--- config.mk ---
export PLATFORM = sky130hd
export DESIGN_NAME = conv1d_cmd_sequencer_flat
export DESIGN_NICKNAME = d
export VERILOG_FILES = /design/src/rtl/conv1d_cmd_sequencer_if.sv /design/src/rtl/conv1d_cmd_sequencer.sv /design/src/flat_wrapper.sv
export SDC_FILE = /design/constraint.sdc
export NUM_CORES = 1
export LEC_CHECK = 0
export BUFFER_PORTS_ARGS = -buffer_cell sky130_fd_sc_hd__buf_4
export CAP_MARGIN = 10
export CORE_UTILIZATION = 49
export DETAILED_ROUTE_END_ITERATION = 6
export HOLD_SLACK_MARGIN = 0.1
export PLACE_DENSITY = 0.77
export SYNTH_ARGS = -nofsm -noshare
export SYNTH_HDL_FRONTEND = slang
export SYNTH_SLANG_ARGS = --single-unit
--- constraint.sdc ---
create_clock -name clk -period 2.5 [get_ports clk]
set_input_delay 0.5 -clock clk [delete_from_list [all_inputs] [get_ports clk]]
set_output_delay 0.5 -clock clk [all_outputs]
set_load 0.005 [all_outputs]
--- src/rtl/conv1d_cmd_sequencer_if.sv ---
// CFU command/response bus between the CPU (master) and the conv1d sequencer (slave).
interface conv1d_cmd_sequencer_if;
    logic        cmd_valid;
    logic        cmd_ready;
    logic [9:0]  cmd_payload_function_id;
    logic [31:0] cmd_payload_inputs_0;
    logic [31:0] cmd_payload_inputs_1;
    logic        rsp_valid;
    logic        rsp_ready;
    logic [31:0] rsp_payload_outputs_0;

    modport master (
        output cmd_valid, cmd_payload_function_id, cmd_payload_inputs_0, cmd_payload_inputs_1, rsp_ready,
        input  cmd_ready, rsp_valid, rsp_payload_outputs_0
    );
    modport slave (
        input  cmd_valid, cmd_payload_function_id, cmd_payload_inputs_0, cmd_payload_inputs_1, rsp_ready,
        output cmd_ready, rsp_valid, rsp_payload_outputs_0
    );
endinterface

--- src/rtl/conv1d_cmd_sequencer.sv ---
// Issues one CFU command at a time to the conv1d datapath and returns its result,
// with a bounded wait for long ops and a local status command for timeout diagnostics.
module conv1d_cmd_sequencer #(
    parameter logic [6:0]  LONG_OP_BASE   = 7'd16,
    parameter int          TIMEOUT_CYCLES = 1024,
    parameter logic [6:0]  STATUS_FUNCT7  = 7'h7F,
    parameter logic [31:0] TIMEOUT_CODE   = 32'hDEAD_0000
) (
    input  logic                         clk,
    input  logic                         reset,
    conv1d_cmd_sequencer_if.slave        cfu,
    output logic [6:0]                   dp_cmd,
    output logic [31:0]                  dp_inp0,
    output logic [31:0]                  dp_inp1,
    output logic                         dp_strobe,
    input  logic [31:0]                  dp_ret,
    input  logic                         dp_done
);
    localparam int CW = $clog2(TIMEOUT_CYCLES);

    typedef enum logic [1:0] {IDLE, ISSUE, WAIT, RESP} state_t;

    state_t        r_state, w_nxt;
    logic [6:0]    r_dp_cmd;
    logic [31:0]   r_dp_inp0, r_dp_inp1, r_rsp_data;
    logic          r_strobe, r_rsp_valid, r_err;
    logic [15:0]   r_tocnt;
    logic [6:0]    r_last_to;
    logic [CW-1:0] r_wcnt;

    logic [6:0]    w_f7;
    logic          w_accept, w_is_status, w_long, w_expire, w_unused_fid;

    assign w_f7         = cfu.cmd_payload_function_id[9:3];
    assign w_unused_fid = ^cfu.cmd_payload_function_id[2:0];
    assign w_accept     = cfu.cmd_valid && (r_state == IDLE);
    assign w_is_status  = (w_f7 == STATUS_FUNCT7);
    assign w_long       = (r_dp_cmd >= LONG_OP_BASE);
    // Expiry only counts when dp_done is absent, so a same-cycle done wins.
    assign w_expire     = w_long && !dp_done && (r_wcnt == CW'(TIMEOUT_CYCLES - 1));

    always_ff @(posedge clk) begin
        if (reset) r_state <= IDLE;
        else       r_state <= w_nxt;
    end

    always_comb begin
        w_nxt = r_state;
        case (r_state)
            IDLE:  if (w_accept) w_nxt = w_is_status ? RESP : ISSUE;
            ISSUE: w_nxt = WAIT;
            WAIT:  if (!w_long || dp_done || w_expire) w_nxt = RESP;
            RESP:  if (cfu.rsp_ready) w_nxt = IDLE;
            default: w_nxt = IDLE;
        endcase
    end

    always_ff @(posedge clk) begin
        if (reset) begin
            r_dp_cmd    <= '0;
            r_dp_inp0   <= '0;
            r_dp_inp1   <= '0;
            r_rsp_data  <= '0;
            r_strobe    <= 1'b0;
            r_rsp_valid <= 1'b0;
            r_err       <= 1'b0;
            r_tocnt     <= '0;
            r_last_to   <= '0;
            r_wcnt      <= '0;
        end else begin
            r_strobe    <= (w_nxt == ISSUE);
            r_rsp_valid <= (w_nxt == RESP);
            case (r_state)
                IDLE: begin
                    if (w_accept) begin
                        if (w_is_status) begin
                            // Status read reports err as it was, then clears it.
                            r_rsp_data <= {r_err, r_last_to, 8'h00, r_tocnt};
                            r_err      <= 1'b0;
                        end else begin
                            r_dp_cmd  <= w_f7;
                            r_dp_inp0 <= cfu.cmd_payload_inputs_0;
                            r_dp_inp1 <= cfu.cmd_payload_inputs_1;
                        end
                    end
                end
                ISSUE: r_wcnt <= '0;
                WAIT: begin
                    if (!w_long || dp_done) begin
                        r_rsp_data <= dp_ret;
                    end else if (w_expire) begin
                        r_rsp_data <= TIMEOUT_CODE;
                        r_err      <= 1'b1;
                        r_last_to  <= r_dp_cmd;
                        if (r_tocnt != 16'hFFFF) r_tocnt <= r_tocnt + 16'd1;
                    end else begin
                        r_wcnt <= r_wcnt + CW'(1);
                    end
                end
                default: ;
            endcase
        end
    end

    assign cfu.cmd_ready             = (r_state == IDLE);
    assign cfu.rsp_valid             = r_rsp_valid;
    assign cfu.rsp_payload_outputs_0 = r_rsp_data;
    assign dp_cmd    = r_dp_cmd;
    assign dp_inp0   = r_dp_inp0;
    assign dp_inp1   = r_dp_inp1;
    assign dp_strobe = r_strobe;
endmodule

--- src/flat_wrapper.sv ---
// flat-port wrapper written by rule: the top's interface ports become plain ports
module conv1d_cmd_sequencer_flat 
#(
    parameter logic [6:0]  LONG_OP_BASE   = 7'd16,
    parameter int          TIMEOUT_CYCLES = 1024,
    parameter logic [6:0]  STATUS_FUNCT7  = 7'h7F,
    parameter logic [31:0] TIMEOUT_CODE   = 32'hDEAD_0000
)
  (clk, reset, dp_cmd, dp_inp0, dp_inp1, dp_strobe, dp_ret, dp_done, cfu_cmd_valid, cfu_cmd_payload_function_id, cfu_cmd_payload_inputs_0, cfu_cmd_payload_inputs_1, cfu_rsp_ready, cfu_cmd_ready, cfu_rsp_valid, cfu_rsp_payload_outputs_0);
  conv1d_cmd_sequencer_if cfu_i ();
  input  logic clk;
  input  logic reset;
  output logic [6:0] dp_cmd;
  output logic [31:0] dp_inp0;
  output logic [31:0] dp_inp1;
  output logic dp_strobe;
  input  logic [31:0] dp_ret;
  input  logic dp_done;
  input wire logic [$bits(cfu_i.cmd_valid)-1:0] cfu_cmd_valid;
  input wire logic [$bits(cfu_i.cmd_payload_function_id)-1:0] cfu_cmd_payload_function_id;
  input wire logic [$bits(cfu_i.cmd_payload_inputs_0)-1:0] cfu_cmd_payload_inputs_0;
  input wire logic [$bits(cfu_i.cmd_payload_inputs_1)-1:0] cfu_cmd_payload_inputs_1;
  input wire logic [$bits(cfu_i.rsp_ready)-1:0] cfu_rsp_ready;
  output wire logic [$bits(cfu_i.cmd_ready)-1:0] cfu_cmd_ready;
  output wire logic [$bits(cfu_i.rsp_valid)-1:0] cfu_rsp_valid;
  output wire logic [$bits(cfu_i.rsp_payload_outputs_0)-1:0] cfu_rsp_payload_outputs_0;
  assign cfu_i.cmd_valid = cfu_cmd_valid;
  assign cfu_i.cmd_payload_function_id = cfu_cmd_payload_function_id;
  assign cfu_i.cmd_payload_inputs_0 = cfu_cmd_payload_inputs_0;
  assign cfu_i.cmd_payload_inputs_1 = cfu_cmd_payload_inputs_1;
  assign cfu_i.rsp_ready = cfu_rsp_ready;
  assign cfu_cmd_ready = cfu_i.cmd_ready;
  assign cfu_rsp_valid = cfu_i.rsp_valid;
  assign cfu_rsp_payload_outputs_0 = cfu_i.rsp_payload_outputs_0;
  conv1d_cmd_sequencer #(.LONG_OP_BASE(LONG_OP_BASE), .TIMEOUT_CYCLES(TIMEOUT_CYCLES), .STATUS_FUNCT7(STATUS_FUNCT7), .TIMEOUT_CODE(TIMEOUT_CODE)) u_core (.clk(clk), .reset(reset), .cfu(cfu_i), .dp_cmd(dp_cmd), .dp_inp0(dp_inp0), .dp_inp1(dp_inp1), .dp_strobe(dp_strobe), .dp_ret(dp_ret), .dp_done(dp_done));
endmodule
==> results of run 1 <==
registers in the layout, summed over array words and instances (netlist names):
signal	cells
u_core.cfu.rsp_valid	1
u_core.dp_strobe	1
u_core.cfu.rsp_payload_outputs_0	32
u_core.r_state	2
u_core.r_err	1
u_core.dp_inp1	32
u_core.dp_inp0	32
u_core.r_tocnt	16
u_core.dp_cmd	7
u_core.r_last_to	7
u_core.r_wcnt	10
cells in the mapped netlist (7+ instances only):
cell type  number  area (µm²)
nand2_1       157         589
dfxtp_1       141        2820
a21oi_1        95         475
nor2_1         68         255
clkbuf_1       38         143
a211oi_1       24         180
and3_1         21         131
mux2i_1        18         180
nand3_1        16        80.1
nor3_1         14        70.1
xnor2_1        14         123
inv_1           8        30.0
o21ai_0         7        35.0
worst reg2reg max path: cells and delay by family, from the launching register on:
kind | cells | cell delay (ns)
compound gates | 3 | 0.67
simple gates | 1 | 0.62
flops | 1 | 0.41
fa+ha+maj | 1 | 0.24
buf+inv | 2 | 0.32
cell type report:
cell class	instances	area [µm²]	share of cell area, %
well taps	143	179	2.21
repair buffers	229	1730	21.4
inverters	8	30.0	0.372
clock inverters	7	110	1.36
multi-input cells	502	2710	33.5
clock buffers	23	498	6.16
flip-flops and latches	141	2820	34.9
cells by family after synthesis:
family                   Yosys count
buffers and inverters             55
AO/OA/AOI/OAI                    148
XOR/XNOR                          15
AND/OR/NAND/NOR                  313
adder cells (fa/ha/maj)            6
multiplexers                      20
flip-flops                       141
metal layers:
metal  routed length [µm]  vias to the layer above  share of wire, %
met1                 6300                     2614                39
li1                     -                     2787                 -
met2                 8060                      210                50
met4                  424                        0               2.6
met3                 1230                       31               7.7
met5                    0                        -                 0
worst max path at each step:
stage	from	endpoint	slack, ns	cells past startpoint
after global placement	u_core.r_wcnt[0]	u_core.r_tocnt[14]	0.30	6
after floorplan	u_core.r_wcnt[0]	u_core.r_tocnt[14]	0.42	6
after CTS	u_core.r_state[0]	u_core.r_wcnt[9]	0.19	7
final	u_core.r_state[0]	u_core.r_wcnt[9]	0.13	7
after global routing	u_core.r_state[0]	u_core.r_wcnt[9]	0.02	7
after detailed placement	u_core.r_state[0]	u_core.r_wcnt[9]	0.22	7
per-stage QoR:
stage / util [%] / instances / hold slack, ns
3_3_place_gp: 65.4 / 1023 / 0.443
2_1_floorplan: - / 698 / 0.448
6_report: 70.8 / 1053 / 0.329
3_5_place_dp: 65.4 / 1023 / 0.447
5_1_grt: 70.8 / 1053 / 0.321
4_1_cts: 70.8 / 1053 / 0.317
cells in the final DEF (no fill, tap or decap), types with 4 or more instances in the layout:
cell,instances
nand2b_1,6
ha_1,6
o21a_1,6
a21oi_1,95
inv_1,8
nor3_1,14
a211oi_1,24
nor2_1,67
nand2_1,157
nand3_1,15
clkinv_2,4
o21ai_0,7
xnor2_1,14
clkbuf_8,5
and3_1,21
clkbuf_16,17
nor4_1,5
buf_4,228
dfxtp_1,141
nor2b_1,4
mux2i_1,18
nand4_1,6
power by group:
group | internal, µW | switching (µW)
registers | 2580 | 196
logic | 920 | 1090
clock network | 1680 | 897
total | 5190 | 2190
==> results.cfg, run 1 <==
[min_path]
min_path_type = input port to register
whs_path_depth = 3
min_from = cfu_cmd_payload_inputs_0[13]
min_to = u_core.dp_inp0[13]

[worst_setup_path]
critPathCaptureType = register
r2r_slack_ns = 0.13
critPathMaxStageDelay_ns = 0.62
arrival_ns = 2.67
reg2reg_depth = 7
critPathBufInv = 2
crit_family = compound AO/OA/AOI/OAI gates
timing.rr.start = u_core.r_state[0]
r2r_end = u_core.r_wcnt[9]
cp-start-kind = register
cpMaxStageDelayCell = nor4_1
path_class = register to register
crit_chain = inv_1 > ha_1 > buf_4 > o21a_1 > nor4_1 > a311oi_1 > a41o_1
crit_fanout = 20
cp.required_ns = 2.80

[yosys]
synth_compound_gate_area_share_pct = 15.4
synth_nets = 815
synthAdderAreaFrac_pct = 1.31
seq_area_frac_synth_pct = 49.2
synth_flop_cell = dfxtp_1
synth_warnings = 0
synth_edf_count = 0
netlist_area_um2 = 5740
ys_ff_latch = 141
yosysUniqueCellTypes = 48
avgSynthCellArea_um2 = 8.22
synth_mux_area_share_pct = 3.53
syn_inst = 698
synth_top_family_by_area = simple AND/OR/NAND/NOR gates
synth-simple-area-share_pct = 24.4
synth-xor-area-share_pct = 2.29
async_reset_ff_share_pct = 0

[run_status]
status = finished, final reports clean

[power]
powerDensity_nw_per_um2 = 913
vdd_ir_drop_max_uv = 598
power_leakage_uw = 0.00345
finalPower_uw = 7370

[cts]
post_cts_buffers = 0
clkTransAtPathRegs_ns = 0.05
cts_tree = built
clk_latency_ns = 0.41
cts_buffers = 17
cts_hold_buf = 0
cts_resized = 0
ctsRootBufferMaster = clkbuf_16
cts_max_path_buffers = 2
htree_levels = 4
clock_sinks = 141

[timing]
setup_tns_ns = 0
setup_slack_ns = 0.131
setup_violations = 0
finalHoldViolations = 0
post-route-period-util_pct = 94.8
drv_slew = 0
fin_crit_ns = 2.37
fin_skew_ns = 0.00530
worstMarginPinSlew_ns = 0.709
timing.fmax_mhz = 422
grt_setup_unrepaired = no
slew_headroom_pct = 52.7

[placement]
port_buffers = 213
gp_congestion = 0.857
pre_cts_ws_ns = 0.220
dpl.hpwl_um = 11300
dpl_cell_area_um2 = 7470

[grt]
use_met2_pct = 45.4
grt_max_degree = 72
grt-busiest-layer = met2
use_met1_pct = 30.2
grt_pass1_wl_um = 24700
overflow = 0
track_usage_pct = 26.6
grt_pass1_vias = 5238
met3_usage_pct = 8.52
antenna_found_initial = 0

[floorplan]
fp.dieW_um = 110
die_h_um = 110
core_um2 = 11400
num_rows = 39
num_io_pins = 217
start_util_pct = 50.3
dieArea_um2 = 12200

[layout]
design_area_um2 = 8080
drive_above_1_share_pct = 29.7
area_delta_synth_final_pct = 40.7
antenna_cells = 0
fillers = 899
nets = 1016

[route]
vias = 5642
ant_nets = 0
drc_errors = 0
wire_per_inst_um = 15.2
routed_via_density = 5.36
wirelength_um = 16000
drtIter0Drc = 256
drt_pass1_iterations = 5

[run]
max_cap_viol_count = 0
Note: power is estimated with default switching activity, not from simulation.
==> run 2: changes to the inputs <==
--- a/config.mk
+++ b/config.mk
@@ -11,6 +11,7 @@
 export DETAILED_ROUTE_END_ITERATION = 6
 export HOLD_SLACK_MARGIN = 0.1
 export PLACE_DENSITY = 0.77
+export REMOVE_ABC_BUFFERS = 1
 export SYNTH_ARGS = -nofsm -noshare
 export SYNTH_HDL_FRONTEND = slang
 export SYNTH_SLANG_ARGS = --single-unit
==> run 2 against run 1 <==
Compared with the run above:
- utilization is 0.22 points lower
- count of clock-buffer cells in the layout is 3 lower
- fmax is 3.1% higher
- total power is 2.9% lower
- non-clock buffer count is 1 higher
- clock skew is 0.0027 ns higher
- sequential share of layout area is 0.11 points higher
- design area is 0.31% lower
- routed wire length is 0.99% lower
- die area stayed put
- via count is 0.12% lower
- register-to-register slack better by 0.07 ns
- critical path type unchanged
- largest cell class unchanged
==> results.cfg, run 2 (same netlist as run 1, synthesis figures left out) <==
[timing]
finalHoldViolations = 0
worstMarginPinSlew_ns = 0.605
setup_violations = 0
grt_setup_unrepaired = no
post-route-period-util_pct = 91.9
timing.fmax_mhz = 435
fin_skew_ns = 0.00798
slew_headroom_pct = 59.7
fin_crit_ns = 2.30
drv_slew = 0

[min_path]
min_to = u_core.dp_inp0[23]
whs_path_depth = 3
min_from = cfu_cmd_payload_inputs_0[23]
min_path_type = input port to register

[floorplan]
fp.dieW_um = 110
start_util_pct = 50.3
core_um2 = 11400
dieArea_um2 = 12200
num_io_pins = 217
num_rows = 39
die_h_um = 110

[worst_setup_path]
path_class = register to register
timing.rr.start = u_core.r_wcnt[0]
cp.required_ns = 2.80
arrival_ns = 2.60
crit_fanout = 5
r2r_end = u_core.r_tocnt[14]
cp-start-kind = register
reg2reg_depth = 6
critPathCaptureType = register
r2r_slack_ns = 0.20

[placement]
gp_congestion = 0.796
dp.cells = 1024
dpl_cell_area_um2 = 7490
dpl.hpwl_um = 11300
port_buffers = 213

[layout]
nets = 1017
final_cell_mix = 227 x buf_4, 157 x nand2_1, 141 x dfxtp_1
fillers = 924
design_area_um2 = 8050
mostFrequentLayoutCell = buf_4
area_delta_synth_final_pct = 40.3
drive_above_1_share_pct = 29.7
antenna_cells = 0
stdcell_count = 1056

[route]
drtIter0Drc = 293
drt_pass1_iterations = 4
ant_nets = 0
wire_per_inst_um = 15.0
vias = 5635
drc_errors = 0
routed_via_density = 5.34
wirelength_um = 15900

[cts]
clk_latency_ns = 0.42
htree_levels = 4
ctsRootBufferMaster = clkbuf_16
post_cts_buffers = 0
cts_resized = 0
cts_buffers = 17
cts_max_path_buffers = 2
clock_sinks = 141
cts_hold_buf = 0
cts_tree = built
clkTransAtPathRegs_ns = 0.06

[grt]
track_usage_pct = 26.3
grt_pass1_wl_um = 24200
grt_max_degree = 72
antenna_found_initial = 0
overflow = 0
grt_pass1_vias = 5181

[run]
max_cap_viol_count = 0

[power]
power_leakage_uw = 0.00343
vdd_ir_drop_max_uv = 628
powerDensity_nw_per_um2 = 889

[run_status]
status = finished, final reports clean
## run 2: cell types whose count changed in the layout (fill, tap and decap cells not counted), moves of 2 or more
cell,change
clkbuf_8,-5
clkinvlp_4,+2
clkinv_2,+2
clkbuf_1,+2
clkinv_4,+2
## run 2: how the worst max path moves through the flow
stage / slack (ns) / from / end
6_report: 0.20 / u_core.r_wcnt[0] / u_core.r_tocnt[14]
5_1_grt: 0.04 / u_core.r_state[0] / u_core.cfu.rsp_payload_outputs_0[5]
4_1_cts: 0.13 / u_core.r_state[0] / u_core.cfu.rsp_payload_outputs_0[5]
3_5_place_dp: 0.14 / u_core.r_state[0] / u_core.cfu.rsp_payload_outputs_0[5]
3_3_place_gp: 0.29 / u_core.r_wcnt[0] / u_core.r_tocnt[14]
2_1_floorplan: -0.89 / u_core.r_state[0] / u_core.dp_cmd[0]
## run 2: final cells by class
class	count	area [µm²]	area share (%)
sequential	141	2820	35.0
tap	143	179	2.22
clock buffer	20	437	5.42
clock inverter	12	123	1.52
timing repair buffer	230	1760	21.8
inverter	8	30.0	0.373
multi-input combinational	502	2710	33.6
## run 2: where the power goes
part           internal, µW  total (µW)  switching [µW]
clock                  1460        2370             918
sequential             2580        2780             200
combinational           931        2000            1070
## run 2: per-layer routing
| layer | vias up | routed length (µm) | GRT usage, % |
|---|---|---|---|
| li1 | 2799 | - | - |
| met1 | 2612 | 6120 | 29.2 |
| met2 | 200 | 8150 | 46.1 |
| met3 | 24 | 1320 | 8.70 |
| met4 | 0 | 267 | 10.8 |
| met5 | - | 0 | 0 |
## run 2: worst max-delay path, cell delays in order, from the launching register on
cell and delay [ns]:
dfxtp_1 0.40, ha_1 0.23, nand4_2 0.17, or4_4 0.57, nor3_2 0.26, nor3b_2 0.22
mux2_2 0.35
## run 2: through the flow
stage          util [%]  setup slack, ns  hold WS, ns  setup TNS [ns]  power, µW
2_1_floorplan         -           -0.890        0.442          -86.26       3780
3_3_place_gp       65.6            0.292        0.443               0       4760
3_5_place_dp       65.6            0.138        0.448               0       4830
4_1_cts            70.5            0.127        0.315               0       7200
5_1_grt            70.5           0.0352        0.320               0       7560
6_report           70.5            0.202        0.326               0       7160
